File: src/rtl/alu_exec.sv
// Multi-cycle ALU execute stage: single-cycle logic/arithmetic ops, and
// bit-serial shifts (one bit per cycle), with a valid/ready handshake.
module alu_exec #(
   parameter int XLEN = 32
) (
   input  logic            clk,
   input  logic            rst_n,
   input  logic            flush,
   input  logic            in_valid,
   output logic            in_ready,
   input  logic [3:0]      alu_control,
   input  logic [XLEN-1:0] op_a,
   input  logic [XLEN-1:0] op_b,
   output logic            out_valid,
   input  logic            out_ready,
   output logic [XLEN-1:0] result,
   output logic            zero,
   output logic            busy
);

   localparam logic [1:0] IDLE  = 2'd0;
   localparam logic [1:0] SHIFT = 2'd1;
   localparam logic [1:0] DONE  = 2'd2;

   localparam logic [3:0] OP_AND  = 4'b0000;
   localparam logic [3:0] OP_OR   = 4'b0001;
   localparam logic [3:0] OP_ADD  = 4'b0010;
   localparam logic [3:0] OP_SUB  = 4'b0110;
   localparam logic [3:0] OP_SLT  = 4'b0111;
   localparam logic [3:0] OP_SLTU = 4'b1000;
   localparam logic [3:0] OP_XOR  = 4'b1001;
   localparam logic [3:0] OP_SLL  = 4'b1010;
   localparam logic [3:0] OP_SRL  = 4'b1011;
   localparam logic [3:0] OP_SRA  = 4'b1100;

   logic [1:0]      state;
   logic [XLEN-1:0] result_q;   // doubles as the shift working register
   logic [4:0]      cnt;
   logic [3:0]      ctrl_q;
   logic [XLEN-1:0] alu_res;
   logic [XLEN-1:0] shift_one;
   logic            is_shift;
   logic [4:0]      shamt;

   assign in_ready  = (state == IDLE);
   assign out_valid = (state == DONE);
   assign busy      = (state != IDLE);
   assign result    = result_q;
   assign zero      = (result_q == '0);
   assign shamt     = op_b[4:0];
   assign is_shift  = (alu_control == OP_SLL) || (alu_control == OP_SRL) ||
                      (alu_control == OP_SRA);

   // NOTE: every always_comb output gets a default first so no latch is inferred.
   always_comb begin
      alu_res = '0;
      case (alu_control)
         OP_AND:  alu_res = op_a & op_b;
         OP_OR:   alu_res = op_a | op_b;
         OP_ADD:  alu_res = op_a + op_b;
         OP_SUB:  alu_res = op_a - op_b;
         OP_XOR:  alu_res = op_a ^ op_b;
         OP_SLT:  alu_res = {{(XLEN-1){1'b0}}, ($signed(op_a) < $signed(op_b))};
         OP_SLTU: alu_res = {{(XLEN-1){1'b0}}, (op_a < op_b)};
         default: alu_res = '0;
      endcase
   end

   always_comb begin
      shift_one = result_q;
      case (ctrl_q)
         OP_SLL:  shift_one = {result_q[XLEN-2:0], 1'b0};
         OP_SRL:  shift_one = {1'b0, result_q[XLEN-1:1]};
         OP_SRA:  shift_one = {result_q[XLEN-1], result_q[XLEN-1:1]};
         default: shift_one = result_q;
      endcase
   end

   // NOTE: sequential state uses non-blocking assignments only, so every
   // register samples pre-edge values regardless of statement order.
   always_ff @(posedge clk or negedge rst_n) begin
      if (!rst_n) begin
         state    <= IDLE;
         result_q <= '0;
         cnt      <= '0;
         ctrl_q   <= OP_AND;
      end else if (flush) begin
         state <= IDLE;
      end else begin
         case (state)
            IDLE: begin
               if (in_valid) begin
                  ctrl_q <= alu_control;
                  if (is_shift) begin
                     result_q <= op_a;
                     cnt      <= shamt;
                     state    <= (shamt == 5'd0) ? DONE : SHIFT;
                  end else begin
                     result_q <= alu_res;
                     state    <= DONE;
                  end
               end
            end
            SHIFT: begin
               if (cnt == 5'd0) begin
                  state <= DONE;
               end else begin
                  result_q <= shift_one;
                  cnt      <= cnt - 5'd1;
               end
            end
            DONE: begin
               if (out_ready) state <= IDLE;
            end
            default: state <= IDLE;
         endcase
      end
   end

endmodule
File: config.mk
export PLATFORM = sky130hd
export DESIGN_NAME = alu_exec
export DESIGN_NICKNAME = d
export VERILOG_FILES = /design/src/rtl/alu_exec.sv
export SDC_FILE = /design/constraint.sdc
export NUM_CORES = 1
export LEC_CHECK = 0
export CAP_MARGIN = 10
export CORE_MARGIN = 4
export CORE_UTILIZATION = 49
export CTS_CLUSTER_DIAMETER = 150
export DETAILED_ROUTE_END_ITERATION = 8
export PLACE_DENSITY_LB_ADDON = 0.3
export RECOVER_POWER = 50
export SETUP_SLACK_MARGIN = 0.15
export SLEW_MARGIN = 0
export SYNTH_ARGS = -nofsm -noshare
export SYNTH_HDL_FRONTEND = slang
export SYNTH_SLANG_ARGS = --single-unit
File: constraint.sdc
create_clock -name clk -period 5.5 [get_ports clk]
set_input_delay 1.65 -clock clk [delete_from_list [all_inputs] [get_ports clk]]
set_output_delay 1.65 -clock clk [all_outputs]
set_load 0.01 [all_outputs]
==> impl_summary.md, run 1 <==
Clocking
The clock tree from TritonCTS is yes. The later pin in the worst-skew pair is clocked with a latency of 0.29 ns. Clock-pin slew was measured on the worst setup and hold paths at 0.07 ns.

Hold repair after CTS inserted 0 buffers. The number of buffers inserted by post-CTS setup repair is 0. In this run the number of H-tree levels came out at 2.

The maximum number of buffers from clock root to sink is 2. The number of buffers inserted during clock tree synthesis is 5. The cell sitting at the root of the clock tree is a sky130_fd_sc_hd__clkbuf_16. CTS saw 43 sinks.

The post-cts resize count is 0.

Finish
0 antenna diodes ended up in the layout. In the layout the commonest cells are sky130_fd_sc_hd__a21oi_1, sky130_fd_sc_hd__nand2_1, sky130_fd_sc_hd__inv_1, sky130_fd_sc_hd__ha_1, sky130_fd_sc_hd__clkdlybuf4s50_1. After routing the design area is 9228 µm². The net count reported at finish is 1,361.

The layout has 1,566 filler cells. The area growth from synthesis to layout is 17.57%. The share of final-layout standard cells stronger than drive strength 1 is 4.388%. Once layout is complete, the utilization of the core stands at 58.51%. The commonest non-fill, non-tap cell in the layout is sky130_fd_sc_hd__a21oi_1.

Synthesis
The sequential fraction of the synthesis area is 13.71%. The synthesized design contains 43 register bits. When the netlist entered floorplanning its net count stood at 1,297. During synthesis, Yosys emitted a total of 0 warnings. The cell area that synthesis handed to floorplanning was 7849 µm².

The number of distinct library cells after synthesis is 78. The share of async-settable or async-resettable flops after synthesis is 100.0%. The synthesized netlist cell count is 1,121. The synthesized design contains 0 enable-type register cells. The per-instance average area after synthesis is 7.002 µm².

The most used flip-flop cell after synthesis is sky130_fd_sc_hd__dfrtp_1.

Route
The via-per-instance ratio is 6.415. The number of nets with antenna violations after detailed routing is 0. The first TritonRoute pass finished after 6 iterations. After detailed routing, the wire length on met1 is 12.02 mm.

The highest layer touched by signal routing is met5. The routed design has 28.26 mm of wire. For this block, the via count after detailed routing is 8,988.

For this run, design rule violations remaining after detail routing come to 0. In this run, the number of DRC markers left after iteration 0 of detailed routing was 1,098. The routed wire length on met2 is 12.02 mm. The post-detailed-route wirelength per cell is 20.17 µm. The total length of routed met3 wires is 3.530 mm.

Die
The number of placed I/O pins is 109. In this run the core area contains 46 standard-cell rows. The die footprint is 18,110 µm². The overall die height is 134.6 µm. For this configuration, the core starts out at a cell density of 49.77%. After floorplanning, the core was sized to cover 15,770 µm². The overall die width is 134.6 µm.

Power
The reported leakage power is 4.125 nW. Across the VDD grid, the largest voltage drop is 0.1336 mV. Power spread over the standard cell area amounts to 194.2 nW/µm².

Timing
The transition at the pin with the smallest max-transition slack is 2.376 ns. The final period utilization is 90.55%. The worst clock skew is 0.007096 ns. Setup violations remaining at the end of the flow were counted as 0. The number of max-slew violations in the final report was 44.

The total count of hold-check failures in the final report came to 0. The minimum period implied by the final worst setup slack is 4.980 ns. For the final routed database, the setup TNS stands at 0 ns. The timing-limited maximum frequency is 200.8 MHz. The worst slew slack as a fraction of its limit is -58.37%. Setup repair after global routing left no endpoint under its margin.

GRT
Entering global routing, the biggest net connects 44 pins. The first-pass GRT wire length is 44.22 mm. The number of global-route vias before repair is 8,158. The initial antenna violation count is 1. For this run, the total global-route usage over all layers was measured as 30.28%. Summed over all layers, the global routing overflow is 0.

Critical path
The delay of the slowest cell on the worst path is 0.61 ns. Counting stages on the worst path, the most repeated cell is sky130_fd_sc_hd__o221ai_1. Walking the worst path, the cells encountered are clkdlybuf4s50_1, inv_1, ha_1, or2_1, a221oi_1, o31a_1, o21bai_1, o221ai_1, a31oi_1, o221ai_1, a2111oi_0, a2111oi_2. The largest individual stage delay along the critical path comes from the cell sky130_fd_sc_hd__clkdlybuf4s50_1.

The nature of the critical path startpoint is a primary input. The arrival time at the worst endpoint is 5.17 ns. Along the worst path, the maximum fanout reaches 5.

STA puts the critical path data required time at 5.69 ns. The type of element capturing the critical path is a flop. The register-to-register setup slack is 2.18 ns. The critical setup path kind is in -> reg.

Hold path
In this run the worst hold path is classified as reg -> reg.

Placed design
The cell area after placement is 9085 µm². The congestion estimate from routability-driven global placement came to 1.053. The half-perimeter wire length after placement is 21.98 mm.

Input and output buffers added on the ports amount to 108.

Run status
The run finished, with violations left. The final reports fail on capacitance limit, slew limit.

Flow run
The max capacitance violation total is 1.
==> cell families (layout without fill, tap and decap cells) <==
family	count (synthesis)	count (layout)	synth area share, %
AOI/OAI and AO/OA	407	407	34.21
xor gates and xnor gates	22	22	2.455
adders and majority gates	103	103	16.61
buffers and inverters	180	244	8.879
DFF	43	43	13.71
muxes	26	26	3.332
and+or+nand+nor	340	340	20.80
==> Yosys cell counts (all sizes together) (16+ instances only) <==
cell	count	area share [%]
nor2	76	3.6
a31oi	26	2.1
clkbuf	55	2.6
o211ai	21	2.0
ha	101	16
nor4	18	1.5
a21oi	121	7.7
a211oi	16	1.5
buf	20	1.2
inv	104	5.0
o21ai	64	4.1
a22oi	16	1.5
nor3	31	2.0
o21bai	19	1.8
xnor2	17	1.9
mux2i	25	3.2
dfrtp	43	14
nand3	17	1.1
nand2	118	5.6
a21o	23	2.2
==> metrics by stage <==
| step | setup slack (ns) | power, W | hold WS [ns] | instances |
|---|---|---|---|---|
| floorplan | 1.392 | 0.001077 | 0.4609 | 1121 |
| global placement | 0.4581 | 0.001461 | 0.4806 | 1394 |
| detailed placement | 0.3812 | 0.001475 | 0.4898 | 1394 |
| CTS | 0.6552 | 0.001779 | 0.5035 | 1401 |
| global route | 0.2908 | 0.001901 | 0.5229 | 1401 |
| finish | 0.5196 | 0.001792 | 0.5035 | 1401 |
==> final timing paths <==
path | depth (start not counted) | end | from
max in group asynchronous | 1 | result[27]$_DFFE_PN0P_ | rst_n
min in group asynchronous | 1 | cnt[2]$_DFFE_PN0P_ | rst_n
worst min register to register | 2 | ctrl_q[1]$_DFFE_PN0P_ | ctrl_q[1]$_DFFE_PN0P_
worst min-delay path | 2 | ctrl_q[1]$_DFFE_PN0P_ | ctrl_q[1]$_DFFE_PN0P_
worst max register to register | 11 | result[31]$_DFFE_PN0P_ | cnt[0]$_DFFE_PN0P_
worst max-delay path | 12 | result[31]$_DFFE_PN0P_ | op_a[1]
==> layer usage <==
layer  track usage [%]  vias to the layer above
li1                  -                     4209
met1             43.39                     4190
met2             45.61                      532
met3             7.340                       55
met4             8.088                        2
met5                 0                        -
==> registers in the layout, summed over array words and instances (netlist names) <==
signal  count
ctrl_q      4
cnt         5
state       2
result     32
==> cell type report <==
type,instances,area [µm²],area share (%)
Inverter,105,394.1,4.271
Timing Repair Buffer,132,1255,13.60
Sequential cell,43,1076,11.66
Clock inverter,1,5.005,0.05424
Tap cell,216,270.3,2.929
Multi-Input combinational cell,898,6088,65.98
Clock buffer,6,138.9,1.505
==> where the power goes <==
part | internal, W | switching (W)
Combinational | 0.000421 | 0.000573
Clock | 0.000178 | 0.000129
Sequential | 0.000389 | 0.000103
Total | 0.000987 | 0.000805
==> critical path: cells and delay by family <==
family | cells | cell delay, ns
and+or+nand+nor | 1 | 0.24
adders and majority gates | 1 | 0.36
buffers and inverters | 2 | 0.75
AOI/OAI and AO/OA | 8 | 2.16
No activity file was read; power rests on OpenSTA's default activity.
==> inputs of run 2 (changes only) <==
Settings changed: HOLD_SLACK_MARGIN from default to 0.1.
==> results of run 2 <==
Final layout, timing and power as in run 1 (identical DEF).
==> inputs of run 3 (changes only) <==
Settings changed: CELL_PAD_IN_SITES_DETAIL_PLACEMENT from default to 1, CELL_PAD_IN_SITES_GLOBAL_PLACEMENT from default to 1, CORE_UTILIZATION 49 to 44.
==> run 3 against run 2 <==
Against the previous run:
- the run still ends with capacitance limit, slew limit left
- clock power rose by 31%
- fmax down 1.3%
- design area increased by 1.0%
- sequential cell count stayed put
- worst hold slack better by 0.018 ns
- utilization down 5.0 points
- sequential share of layout area is 0.12 points lower
- sequential power grew 3%
- global-route usage rose by 2.0 points
- first-iteration DRC count increased by 1.2%
- combinational power hardly changed
==> impl_summary.md, run 3 (same netlist as run 1, synthesis figures left out) <==
Route
The total via count after detailed routing is 9,357 (+4.1%). The final routed DRC violation total came to 0 (unchanged). The via-per-instance ratio is 6.608 (+3.0%). The number of nets with antenna violations after detailed routing is 0 (unchanged). The iteration count of the initial detailed-routing pass is 5 (-1). The violation count after the first detailed-route iteration was 1,111 (+1.2%).

The total wire length after detailed routing is 33.05 mm (+17%). The post-detailed-route wirelength per cell was 23.34 µm (+16%).

Die
The die footprint is 20,040 µm² (+11%). The core footprint is 17,420 µm² (+10%). The number of placed I/O pins is 109 (unchanged). The overall die width is 141.6 µm (+5.2%). The effective utilization at floorplan is 45.06% (-4.7 points). The row count is 48 (+4.3%). The overall die height is 141.6 µm (+5.2%).

Finish
In the layout the commonest cells are sky130_fd_sc_hd__a21oi_1, sky130_fd_sc_hd__nand2_1, sky130_fd_sc_hd__inv_1, sky130_fd_sc_hd__ha_1, sky130_fd_sc_hd__clkdlybuf4s50_1. The net count reported at finish is 1,366 (+0.37%). The core occupancy in the finished layout was 53.52% (-5.0 points). The number of flip-flops under the largest register name came to 32 (unchanged). The number of standard cells in the final layout excluding fillers is 1,416 (+1.1%). The number of fillers in the final layout was 2,286 (+46%). The combined flip-flop and latch cell area is 1076 µm² (unchanged). The share of final-layout standard cells stronger than drive strength 1 is 4.786% (+0.40 points). The multi-input combinational cell area is 6088 µm² (unchanged).

The antenna cell count is 0 (unchanged). The synthesis-to-finish area growth is 18.76%. Leaving out fill and tap cells, the most frequent cell in the layout is sky130_fd_sc_hd__a21oi_1.

Clocking
The number of sinks handled by clock tree synthesis is 43 (unchanged). The deepest level of the CTS H-tree came to 2 (unchanged). The post-cts resize count is 0 (unchanged). The clock-pin transition on the worst setup and hold timing paths came to 0.07 ns (about the same). The clock tree from TritonCTS is yes. CTS placed an instance of sky130_fd_sc_hd__clkbuf_16 at the clock tree root. The clock latency of the later-clocked register in the worst-skew pair is 0.30 ns (about the same).

The maximum number of buffers from clock root to sink came to 2 (unchanged). The number of buffers inserted during clock tree synthesis came to 5 (unchanged). The number of buffers inserted for hold repair after clock tree synthesis is 0 (unchanged). The number of buffers inserted by post-CTS setup repair is 0 (unchanged).

Power
The clock network power share is 20.9% (+3.8 points). The cell-internal power is 0.001074 W (+8.7%). The net switching power is 0.0008588 W (+6.7%).

The total power was 0.001932 W (+7.8%). The combinational cell fraction of total power came to 53.0% (-2.4 points). The reported leakage power is 4.173 nW (+1.2%). The maximum vdd ir drop was 0.1367 mV (+2.3%). The power density over the cells is 207.3 nW/µm² (+6.7%). The net switching share of the total power came to 44.44% (-0.45 points). The sequential share of power is 26.1% (-1.3 points).

Run status
The run finished, with violations left. The final reports fail on capacitance limit, slew limit.

Critical path
The maximum fanout encountered on the critical timing path came to 14 (+9). The count of cells along the worst register-to-register path is 9 (-2). The critical setup path kind is in -> reg. Tracing the worst setup path back leads to its startpoint at op_a[7]. The required time of the worst setup path is 5.65 ns (-0.04 ns). The startpoint of the lowest-slack register-to-register path is cnt[0]$_DFFE_PN0P_.

The nature of the critical path startpoint is a primary input. In this run the critical register-to-register path is captured at result[18]$_DFFE_PN0P_. STA classifies the critical path endpoint as a flop. The arrival time at the worst endpoint is 5.19 ns (+0.02 ns). The register-to-register setup slack came to 2.24 ns (+0.06 ns).

Timing
The transition at the pin with the smallest max-transition slack is 2.597 ns (+0.2209 ns). The worst clock skew was 0.004164 ns (-0.002931 ns). The count of endpoints failing setup in the final report is 0 (unchanged).

The final worst hold slack is 0.5213 ns (+0.01778 ns). The number of max-slew violations in the final report is 44 (unchanged). The minimum period implied by the final worst setup slack is 5.047 ns (+0.06681 ns). The timing-limited maximum frequency is 198.1 MHz (-1.3%).

Setup repair after global routing left no endpoint under its margin. The worst slew slack as a fraction of its limit is -73.10% (-15 points). The final period utilization is 91.77% (+1.2 points). The setup TNS came to 0 ns (unchanged). The total count of hold-check failures in the final report is 0 (unchanged).

GRT
The first-pass GRT wire length came to 52.05 mm (+18%). The global-route congestion overflow total is 0 (unchanged). The overall global routing resource usage is 32.26% (+2.0 points). The initial antenna violation count is 0 (-1). The pin count of the biggest net entering global routing is 55 (+25%). The number of global-route vias before repair came to 9,193 (+13%).

Hold path
The worst hold path class is reg -> reg. The number of cells traversed by the worst hold path is 2 (unchanged). The path with the worst hold slack has its endpoint at cnt[1]$_DFFE_PN0P_. In this run the most critical hold path is launched from cnt[1]$_DFFE_PN0P_.

Placed design
The number of cells after detailed placement is 1,408 (+1.0%). The weighted congestion reported at the end of routability-driven placement is 0.9879 (-6.2%). The number of buffers inserted by port buffering is 108 (unchanged). The half-perimeter wire length after placement was 25.29 mm (+15%).

Flow run
The max capacitance violation total is 1 (unchanged).
-- run 3: cell count changes in the layout (fill, tap and decap cells not counted), sizes merged --
cell,previous run,this run
clkinv,2,1
bufinv,0,2
buf,24,29
-- run 3: metrics by stage --
step                      instance area, µm²  setup slack (ns)
final                                   9321            0.4528
after detailed placement                9134            0.2714
after CTS                               9323            0.5677
after floorplan                         7849             1.392
after global routing                    9321            0.2362
after global placement                  9134            0.3326
-- run 3: how the worst max path moves through the flow --
stage	end	cells past startpoint	slack, ns
3_5_place_dp	result[31]$_DFFE_PN0P_	12	0.27
4_1_cts	result[31]$_DFFE_PN0P_	12	0.57
3_3_place_gp	result[31]$_DFFE_PN0P_	12	0.33
6_report	result[31]$_DFFE_PN0P_	12	0.45
2_1_floorplan	result[26]$_DFFE_PN0P_	12	1.39
5_1_grt	result[31]$_DFFE_PN0P_	12	0.24
-- run 3: area by class of cell --
| cell class | count | share of cell area [%] |
|---|---|---|
| Multi-Input combinational cell | 898 | 65.32 |
| Timing Repair Buffer | 137 | 13.87 |
| Sequential cell | 43 | 11.54 |
| Inverter | 105 | 4.228 |
| Tap cell | 225 | 3.020 |
| Clock buffer | 6 | 1.383 |
| Clock inverter | 2 | 0.6443 |
-- run 3: power by group through the flow --
stage | sequential, W | clock, W | combinational (W)
floorplan | 0.000487 | 0 | 0.000590
global placement | 0.000501 | 0 | 0.000985
detailed placement | 0.000504 | 0 | 0.00101
CTS | 0.000500 | 0.000405 | 0.00102
global route | 0.000514 | 0.000414 | 0.00111
finish | 0.000505 | 0.000403 | 0.00102
-- run 3: worst max-delay path, stage by stage --
cell and delay, ns:
sky130_fd_sc_hd__clkdlybuf4s50_1 0.57, sky130_fd_sc_hd__inv_1 0.08, sky130_fd_sc_hd__ha_1 0.56, sky130_fd_sc_hd__nor3b_1 0.10, sky130_fd_sc_hd__nor3_1 0.33, sky130_fd_sc_hd__o21ai_0 0.19
sky130_fd_sc_hd__o21bai_1 0.32, sky130_fd_sc_hd__o221ai_1 0.26, sky130_fd_sc_hd__a31oi_1 0.37, sky130_fd_sc_hd__o221ai_1 0.18, sky130_fd_sc_hd__a2111oi_0 0.53, sky130_fd_sc_hd__a2111oi_2 0.06
-- run 3: layer usage --
layer	part of all wire (%)	wire [µm]	GRT usage [%]
met4	2.5	820	8.131
met2	45	14820	51.17
met1	45	14960	47.32
met5	0	0	0
met3	7.4	2458	2.663
